==> src/rtl/uart_pkg.sv <==
// uart_pkg: shared widths, default bit period and FSM state types for the UART loader.
package uart_pkg;
    localparam int DATA_WID = 32;
    localparam int UART_CLKS_PER_BIT = 868;
    typedef enum logic [1:0] {IDLE, START, DATA, STOP} rx_state_t;
    typedef enum logic [1:0] {L_HDR, L_DATA, L_WAIT, L_DONE} ld_state_t;
endpackage

==> src/rtl/uart_rx.sv <==
// uart_rx: 2-flop synchronizer plus 8N1 bit FSM producing one-cycle byte and framing-error pulses.
module uart_rx
    import uart_pkg::*;
#(
    parameter int CLKS_PER_BIT = UART_CLKS_PER_BIT
) (
    input  logic       clk,
    input  logic       rst,
    input  logic       rx,
    output logic [7:0] rx_byte,
    output logic       byte_valid,
    output logic       frame_err
);
    localparam logic [15:0] HALF = 16'(CLKS_PER_BIT / 2 - 1);
    localparam logic [15:0] FULL = 16'(CLKS_PER_BIT - 1);
    rx_state_t   state;
    logic [1:0]  sync;
    logic [15:0] cnt;
    logic [2:0]  bit_idx;
    logic [7:0]  shreg;
    logic        held;
    logic        rx_s;
    assign rx_s = sync[1];
    always_ff @(posedge clk) begin
        if (rst) begin
            sync       <= 2'b11;
            state      <= IDLE;
            cnt        <= '0;
            bit_idx    <= '0;
            shreg      <= '0;
            held       <= 1'b0;
            rx_byte    <= '0;
            byte_valid <= 1'b0;
            frame_err  <= 1'b0;
        end else begin
            sync       <= {sync[0], rx};
            byte_valid <= 1'b0;
            frame_err  <= 1'b0;
            case (state)
                IDLE: if (!rx_s) begin
                    state <= START;
                    cnt   <= HALF;
                end
                START: if (cnt != 0) cnt <= cnt - 16'd1;
                    else if (rx_s) state <= IDLE;
                    else begin
                        state   <= DATA;
                        cnt     <= FULL;
                        bit_idx <= '0;
                    end
                DATA: if (cnt != 0) cnt <= cnt - 16'd1;
                    else begin
                        shreg   <= {rx_s, shreg[7:1]};
                        cnt     <= FULL;
                        bit_idx <= bit_idx + 3'd1;
                        if (bit_idx == 3'd7) state <= STOP;
                    end
                // After a bad stop bit, stay here until the line returns high
                STOP: if (cnt != 0) cnt <= cnt - 16'd1;
                    else if (rx_s) begin
                        state      <= IDLE;
                        held       <= 1'b0;
                        byte_valid <= !held;
                        rx_byte    <= shreg;
                    end else begin
                        frame_err <= !held;
                        held      <= 1'b1;
                    end
                default: state <= IDLE;
            endcase
        end
    end
endmodule

==> src/rtl/uart_loader.sv <==
// uart_loader: parses a word-count header from UART bytes and streams little-endian words with
// byte addresses to memory port B, then raises uart_done after a fixed delay.
module uart_loader
    import uart_pkg::*;
#(
    parameter int               CLKS_PER_BIT = UART_CLKS_PER_BIT,
    parameter logic [31:0]      ADDR_BASE    = 32'h0000_0000,
    parameter int               MAX_WORDS    = 16384,
    parameter int               DONE_DELAY   = 16
) (
    input  logic                clk,
    input  logic                rst,
    input  logic                rx,
    output logic [DATA_WID-1:0] uart_data,
    output logic [DATA_WID-1:0] uart_addr,
    output logic                uart_done,
    output logic                word_valid,
    output logic                err
);
    ld_state_t   state;
    logic [7:0]  rx_byte;
    logic        byte_valid;
    logic        frame_err;
    logic [31:0] sr;
    logic [31:0] nxt;
    logic [31:0] n_words;
    logic [31:0] k;
    logic [31:0] wait_cnt;
    logic [1:0]  idx;
    uart_rx #(.CLKS_PER_BIT(CLKS_PER_BIT)) u_rx (
        .clk        (clk),
        .rst        (rst),
        .rx         (rx),
        .rx_byte    (rx_byte),
        .byte_valid (byte_valid),
        .frame_err  (frame_err)
    );
    assign nxt = {rx_byte, sr[31:8]};
    always_ff @(posedge clk) begin
        if (rst) begin
            state      <= L_HDR;
            sr         <= '0;
            n_words    <= '0;
            k          <= '0;
            wait_cnt   <= '0;
            idx        <= '0;
            uart_data  <= '0;
            uart_addr  <= ADDR_BASE;
            uart_done  <= 1'b0;
            word_valid <= 1'b0;
            err        <= 1'b0;
        end else begin
            word_valid <= 1'b0;
            if (frame_err && state != L_DONE) err <= 1'b1;
            case (state)
                L_HDR: if (byte_valid) begin
                    sr  <= nxt;
                    idx <= idx + 2'd1;
                    if (idx == 2'd3) begin
                        // Empty image: header byte valid already counts as the first delay cycle
                        if (nxt == 0) begin
                            state    <= L_WAIT;
                            wait_cnt <= 32'd1;
                        end else if (nxt > 32'(MAX_WORDS)) begin
                            err <= 1'b1;
                            idx <= '0;
                        end else begin
                            n_words <= nxt;
                            k       <= '0;
                            state   <= L_DATA;
                        end
                    end
                end
                L_DATA: if (byte_valid) begin
                    sr  <= nxt;
                    idx <= idx + 2'd1;
                    if (idx == 2'd3) begin
                        uart_data  <= nxt;
                        uart_addr  <= ADDR_BASE + (k << 2);
                        word_valid <= 1'b1;
                        k          <= k + 32'd1;
                        if (k + 32'd1 == n_words) begin
                            state    <= L_WAIT;
                            wait_cnt <= '0;
                        end
                    end
                end
                L_WAIT: if (wait_cnt >= 32'(DONE_DELAY)) begin
                    state     <= L_DONE;
                    uart_done <= 1'b1;
                end else wait_cnt <= wait_cnt + 32'd1;
                default: ;
            endcase
        end
    end
endmodule
==> config.mk <==
export PLATFORM = sky130hd
export DESIGN_NAME = uart_loader
export DESIGN_NICKNAME = d
export VERILOG_FILES = /design/src/rtl/uart_pkg.sv /design/src/rtl/uart_rx.sv /design/src/rtl/uart_loader.sv
export SDC_FILE = /design/constraint.sdc
export NUM_CORES = 1
export LEC_CHECK = 0
export BUFFER_PORTS_ARGS = -buffer_cell sky130_fd_sc_hd__buf_2
export CAP_MARGIN = 10
export CORE_MARGIN = 3
export CORE_UTILIZATION = 61
export CTS_CLUSTER_DIAMETER = 60
export CTS_CLUSTER_SIZE = 25
export DETAILED_ROUTE_END_ITERATION = 12
export PLACE_DENSITY = 0.8
export SLEW_MARGIN = 30
export SYNTH_ARGS = -nofsm -noshare
export SYNTH_HDL_FRONTEND = slang
export SYNTH_SLANG_ARGS = --single-unit
==> constraint.sdc <==
create_clock -name clk -period 4.26 [get_ports clk]
set_input_delay 0.213 -clock clk [delete_from_list [all_inputs] [get_ports clk]]
set_output_delay 0.213 -clock clk [all_outputs]
set_load 0.01 [all_outputs]
---- Word level (Yosys, flattened, before mapping) ----
Index checks and enable logic that the tools add are counted.
word-level totals
  latch bits .............................. 0
  memories kept ........................... 0
  bits of input ports ..................... 3
  word-level logic and storage cells ...... 146
  bits in read-only memories .............. 0
  RAM bits ................................ 0
  output and inout bits ................... 67
  bits in registers ....................... 239
cells by class
  mux-type cells .......................... 56
  reduce and logical (&&, ||, !) cells .... 27
  add/sub/neg operators ................... 5
  div/mod/pow operators ................... 0
  multiply operators ...................... 0
  eq/ne operators ......................... 29
  magnitude comparators ................... 2
  shifts and indexed selects .............. 0
  bitwise operators ....................... 7
operator list
  kind                                                                               count
  32-bit 2-to-1 mux                                                                  13
  32-bit one-hot mux with 3 select lines                                             1
  16-bit 2-to-1 mux                                                                  5
  32-bit by 1-bit adder with 32-bit output, second input constant                    2
  16-bit one-hot mux with 4 select lines                                             1
  32-bit one-hot mux with 2 select lines                                             1
  2-bit 2-to-1 mux                                                                   20
  32-bit == test                                                                     1
  32-bit by 5-bit >= comparator with 1-bit output, second input constant             1
  32-bit by 15-bit greater-than comparator with 1-bit output, second input constant  1
  32-bit zero test                                                                   1
  2-bit inequality test, second input constant                                       14
  8-bit AND reduction                                                                2
  16-bit nonzero test                                                                1
  16-bit by 1-bit subtractor with 16-bit output, second input constant               1
  3-bit AND reduction                                                                4
  2-bit by 1-bit inequality test with 1-bit output, second input constant            5
  3-bit 2-to-1 mux                                                                   3
  2-bit == test, second input constant                                               4
  1-bit 2-to-1 mux                                                                   8
  2-bit one-hot mux with 4 select lines                                              1
  2-bit AND reduction                                                                4
  4-bit OR reduction                                                                 2
  1-bit NOT                                                                          7
  other kinds (19)                                                                   23

---- Logic depth before layout (Yosys ltp) ----
  depth in word-level cells ............... 8
  depth in mapped cells ................... 12
  depth with buffers taken out ............ 10

---- By module ----
From an unflattened synthesis, not the netlist that was laid out.
unflattened totals
  cells, all modules ...................... 1268
  area, all modules ....................... 10309.9 um^2
modules (own cells, without submodules)
  module       cells each  seq. area each (um^2)  area an instance (um^2)  instances
  uart_loader  1019        3783.6                 8286.7                   1
  uart_rx      249         840.8                  2023.2                   1

---- Worst setup path before layout ----
Ideal clock, no wire load.
  path kind ............................... reg2reg
  start point ............................. register k[11]
  end point ............................... register wait_cnt[0]
  path slack .............................. 1.012 ns
  arrival ................................. 3.147 ns
  period minus slack after synthesis ...... 3.248 ns
  stages on the path, launching flop included .. 12
  buffers on the path ..................... 3
  setup time .............................. 0.101 ns
  required time ........................... 4.159 ns
  cells stage by stage .................... dfxtp_1 buf_4 nand4_1 or4_1 buf_2 nor4_1 mux2_2 nor4_1 and2_1 buf_2 a31oi_4 o41ai_1
between the ends
  longest elaborated chain between the ends .. 4
ends and longest elaborated chain
  item                                      RTL line           RTL
  from (decl)                               uart_loader.sv:27  logic [31:0] k;
  from (signal assigned)                    uart_loader.sv:81  k <= k + 32'd1;
  32-bit by 1-bit adder with 32-bit output  uart_loader.sv:82  if (k + 32'd1 == n_words) begin
  32-bit == test                            uart_loader.sv:82
  2-bit inequality test (no line)           --
  8-bit AND reduction (no line)             --
  to (signal assigned)                      uart_loader.sv:91  end else wait_cnt <= wait_cnt + 32'd1;
  to (decl)                                 uart_loader.sv:28  logic [31:0] wait_cnt;
No other way between the ends.
A chain may end at the register's enable or synchronous reset.

---- Worst setup path after layout ----
  start point ............................. register k[11]
  end point ............................... register wait_cnt[31]
Same word-level chain as after synthesis.

==> metrics.md <==
| Metric | Value |
|---|---|
| Clk buf depth | `3` |
| Pin count of the biggest net entering global routing | `116` |
| Synth top area share | `43.8%` |
| Share of cells above drive strength 1 | `10.1%` |
| Number of buffers added by the clock tree synthesis step | `16` |
| Slack of the worst reg-to-reg path | `0.50 ns` |
| RR Startpoint | `k[11]$_SDFFE_PP0P_` |
| Post-detailed-route wirelength per cell | `15.8 um` |
| Number of cells traversed by the worst register-to-register path | `9` |
| Source-to-sink clock delay at the later pin of the worst-skew pair | `0.49 ns` |
| Gate count after technology mapping | `1324` |
| Type of the worst setup path | `reg -> reg` |
| Total power per unit cell area | `369 mW/mm^2` |
| Final setup TNS | `0 ns` |
| Data required, critical path | `4.63 ns` |
| Die extent in x | `138 um` |
| Count of filler cells inserted in the layout | `1397` |
| Status | `finished clean` |
| Post-synthesis instance area | `0.0106 sq mm` |
| Post-synthesis sequential element count | `231` |
| Layout Cells excl Fill | `1565` |
| Number of flops mapped to enable cells by yosys | `0` |
| Post-detailed-route DRC marker count | `0` |
| Core Footprint | `0.0168 sq mm` |
| RD Place Congestion | `0.921` |
| CP arrival | `4.13 ns` |
| Pleak | `0.00412 uW` |
| Kind of launch point of the worst setup path | `flip-flop` |
| TritonCTS clock tree | `yes` |
| Crit Path Max Fanout | `18` |
| Cell types with the largest area share after synthesis | `sky130_fd_sc_hd__dfxtp_1, sky130_fd_sc_hd__nand2_1, sky130_fd_sc_hd__a21oi_1` |
| Via-to-Cell Ratio | `5.93` |
| CTS clock-pin slew for the worst setup and hold paths | `0.09 ns` |
| Post-layout nets | `1355` |
| Antenna Cells | `0` |
| Max stage delay cell, worst path | `sky130_fd_sc_hd__or4_1` |
| Total setup violations reported at the end of the flow | `0` |
| End of the worst register-to-register path | `wait_cnt[31]$_SDFFE_PP0P_` |
| Initial DRT Pass Iterations | `5` |
| Number of buffer cells added on primary ports | `67` |
| Class of the tightest hold or removal check | `in -> reg` |
| Overall track demand over capacity in global routing | `25.6%` |
| Mean post-synth cell area | `7.98 sq um` |
| Pins Over Slew Limit | `0` |
| CP Launch Point | `k[11]$_SDFFE_PP0P_` |
| Most frequently used flop master after synthesis | `sky130_fd_sc_hd__dfxtp_1` |
| Area of the multi-input gates | `0.00549 sq mm` |
| RSZ-0062 raised after global routing | `false` |
| Sequential element share of the synthesized area | `43.8%` |
| Number of placed I/O pins | `70` |
| Number of nets with antenna violations after detailed routing | `0` |
| Synth area leader | `sky130_fd_sc_hd__dfxtp_1` |
| Worst path max stage delay | `0.65 ns` |
| Worst hold slack | `0.255 ns` |
| Post-cts resize count | `0` |
| Maximum operating frequency | `266 MHz` |
| Initial antenna violation count | `0` |
| H-tree depth | `1` |
| Total number of yosys warnings | `0` |
| Final Cycle Share | `88.3%` |
| Number of violations of the max-capacitance limit | `0` |
| Worst Clk Skew | `0.0156 ns` |
| Die Y-Extent | `138 um` |
| Placed instance count | `1536` |
| Total via count after detailed routing | `9277` |
| Initial core utilization | `63.0%` |
| Global-route wire length before repair | `40.3 mm` |
| Cell Rows | `47` |
| Final Critical Period | `3.76 ns` |
| Via count of the first global-routing pass | `8056` |
| Overall overflow remaining after global route | `0` |
| FF+latch area | `0.00462 sq mm` |
| Post-CTS Hold Buffers | `1` |
| Detailed Place HPWL | `16.6 mm` |
| Peak supply drop | `342 uV` |
| Violation count after the first detailed-route iteration | `794` |
| Distinct cell type count of the synthesized netlist | `72` |
| Post-CTS repair timing setup buffer count | `0` |
| Post-detailed-routing wire length | `24.7 mm` |
| Count of endpoints failing hold in the final timing report | `0` |
| Synth-to-Final Area Change | `8.19%` |
| Tightest slew margin relative to the limit | `41.7%` |
| Cells traversed along the worst timing path | `nand4_1 -> or4_1 -> nor4_1 -> mux2_2 -> nor4_1 -> buf_4 -> and2_1 -> a311oi_2 -> and2_1` |
| Crit path to | `wait_cnt[31]$_SDFFE_PP0P_` |
| CTS Sinks | `231` |
| Setup crit end kind | `flip-flop` |
| Async set or reset register ratio after synthesis | `0%` |
| Worst Max-Slew Pin Slew | `0.874 ns` |
| Area of the die | `0.0189 sq mm` |
| Start point of the worst min-delay path | `rst` |
| Clock tree root buffer cell | `sky130_fd_sc_hd__clkbuf_16` |
==> cell usage in the layout (no fill, tap or decap), types with 7 or more instances in the layout <==
cell / n
sky130_fd_sc_hd__a31oi_1: 15
sky130_fd_sc_hd__a21oi_1: 171
sky130_fd_sc_hd__and2_1: 43
sky130_fd_sc_hd__nand2b_1: 9
sky130_fd_sc_hd__a21o_1: 12
sky130_fd_sc_hd__or3_1: 24
sky130_fd_sc_hd__xnor2_1: 26
sky130_fd_sc_hd__dfxtp_1: 231
sky130_fd_sc_hd__or4_1: 20
sky130_fd_sc_hd__ha_1: 17
sky130_fd_sc_hd__o21a_1: 7
sky130_fd_sc_hd__xor2_1: 16
sky130_fd_sc_hd__nand3_1: 35
sky130_fd_sc_hd__nor4_1: 30
sky130_fd_sc_hd__inv_1: 25
sky130_fd_sc_hd__nand2_1: 259
sky130_fd_sc_hd__buf_4: 12
sky130_fd_sc_hd__and3_1: 13
sky130_fd_sc_hd__mux2i_1: 18
sky130_fd_sc_hd__or2_2: 8
sky130_fd_sc_hd__clkbuf_16: 17
sky130_fd_sc_hd__nor2b_1: 13
sky130_fd_sc_hd__nand4_1: 24
sky130_fd_sc_hd__nor2_1: 71
sky130_fd_sc_hd__o21ai_0: 45
sky130_fd_sc_hd__buf_2: 66
sky130_fd_sc_hd__nor3_1: 31
==> cells by family after synthesis <==
logic type	Yosys count	share of synthesized area, %
mux	20	1.92
flops	231	43.8
fa+ha+maj	17	2.01
simple gates	602	27.8
buf+inv	114	4.45
xor+xnor	42	3.48
other cells	1	0.0355
compound gates	297	16.5
==> metal layers <==
metal | vias up | share of wire, % | wire (um) | GRT usage (%)
li1 | 4631 | - | - | -
met1 | 4306 | 47 | 11500 | 37.2
met2 | 302 | 45 | 11200 | 39.9
met3 | 38 | 6.1 | 1510 | 3.58
met4 | 0 | 2.2 | 542 | 7.10
met5 | - | 0 | 0 | 0
==> worst max-delay path, delay by kind of cell (launching register included) <==
kind                   cells  cell delay (ns)
DFF                        1             0.52
muxes                      1             0.40
buffers and inverters      1             0.18
AOI/OAI and AO/OA          1             0.32
and+or+nand+nor            6             2.22
==> synthesized netlist by cell type (all sizes together) (14+ instances only) <==
cell,count
nor3,32
and3,14
nand2,259
o21ai,49
dfxtp,231
or4,21
inv,26
a21oi,171
clkbuf,67
mux2i,18
a31oi,16
or3,24
buf,21
nand3,36
xnor2,26
and2,44
nand4,26
nor4,31
ha,17
nor2,71
xor2,16
==> area by class of cell <==
class	count	area share [%]
Multi-Input combinational cell	980	48.0
Sequential cell	231	40.5
Timing Repair Buffer	80	3.87
Clock buffer	19	3.79
Tap cell	220	2.41
Inverter	26	0.854
Clock inverter	9	0.602
==> stage by stage <==
| step | setup WS, ns | area [sq um] | utilization, % | total power, uW |
|---|---|---|---|---|
| finish | 0.498 | 11400 | 68.2 | 4220 |
| global route | 0.160 | 11400 | 68.2 | 4380 |
| CTS | 0.488 | 11400 | 68.2 | 4240 |
| detailed placement | 0.529 | 10900 | 65.1 | 2730 |
| global placement | 0.619 | 10900 | 65.1 | 2720 |
| floorplan | 1.01 | 10600 | - | 2630 |
==> worst min path at each step <==
stage,end,slack (ns),depth (start not counted)
after global routing,k[27]$_SDFFE_PP0P_,0.29,2
after detailed placement,u_rx.sync[1]$_SDFF_PP1_,0.40,1
after CTS,k[27]$_SDFFE_PP0P_,0.26,2
after global placement,u_rx.sync[1]$_SDFF_PP1_,0.40,1
final,k[27]$_SDFFE_PP0P_,0.26,2
after floorplan,u_rx.sync[0]$_SDFF_PP1_,0.32,1
==> flip-flops by register name (all words and copies together) (netlist names), 2 cells and up, named ones only <==
register / cells
u_rx.sync: 2
wait_cnt: 32
k: 32
u_rx.rx_byte: 8
idx: 2
state: 2
u_rx.cnt: 16
sr: 24
uart_addr: 30
u_rx.bit_idx: 3
n_words: 32
u_rx.shreg: 8
uart_data: 32
==> where the power goes <==
group          switching, uW  total, uW  internal [uW]  leakage [uW]
logic                    297        450            153       0.00202
clock network            776       1530            750      0.000243
registers               43.8       2240           2200       0.00186
total                   1120       4220           3100       0.00412
No activity file was read; power rests on OpenSTA's default activity.
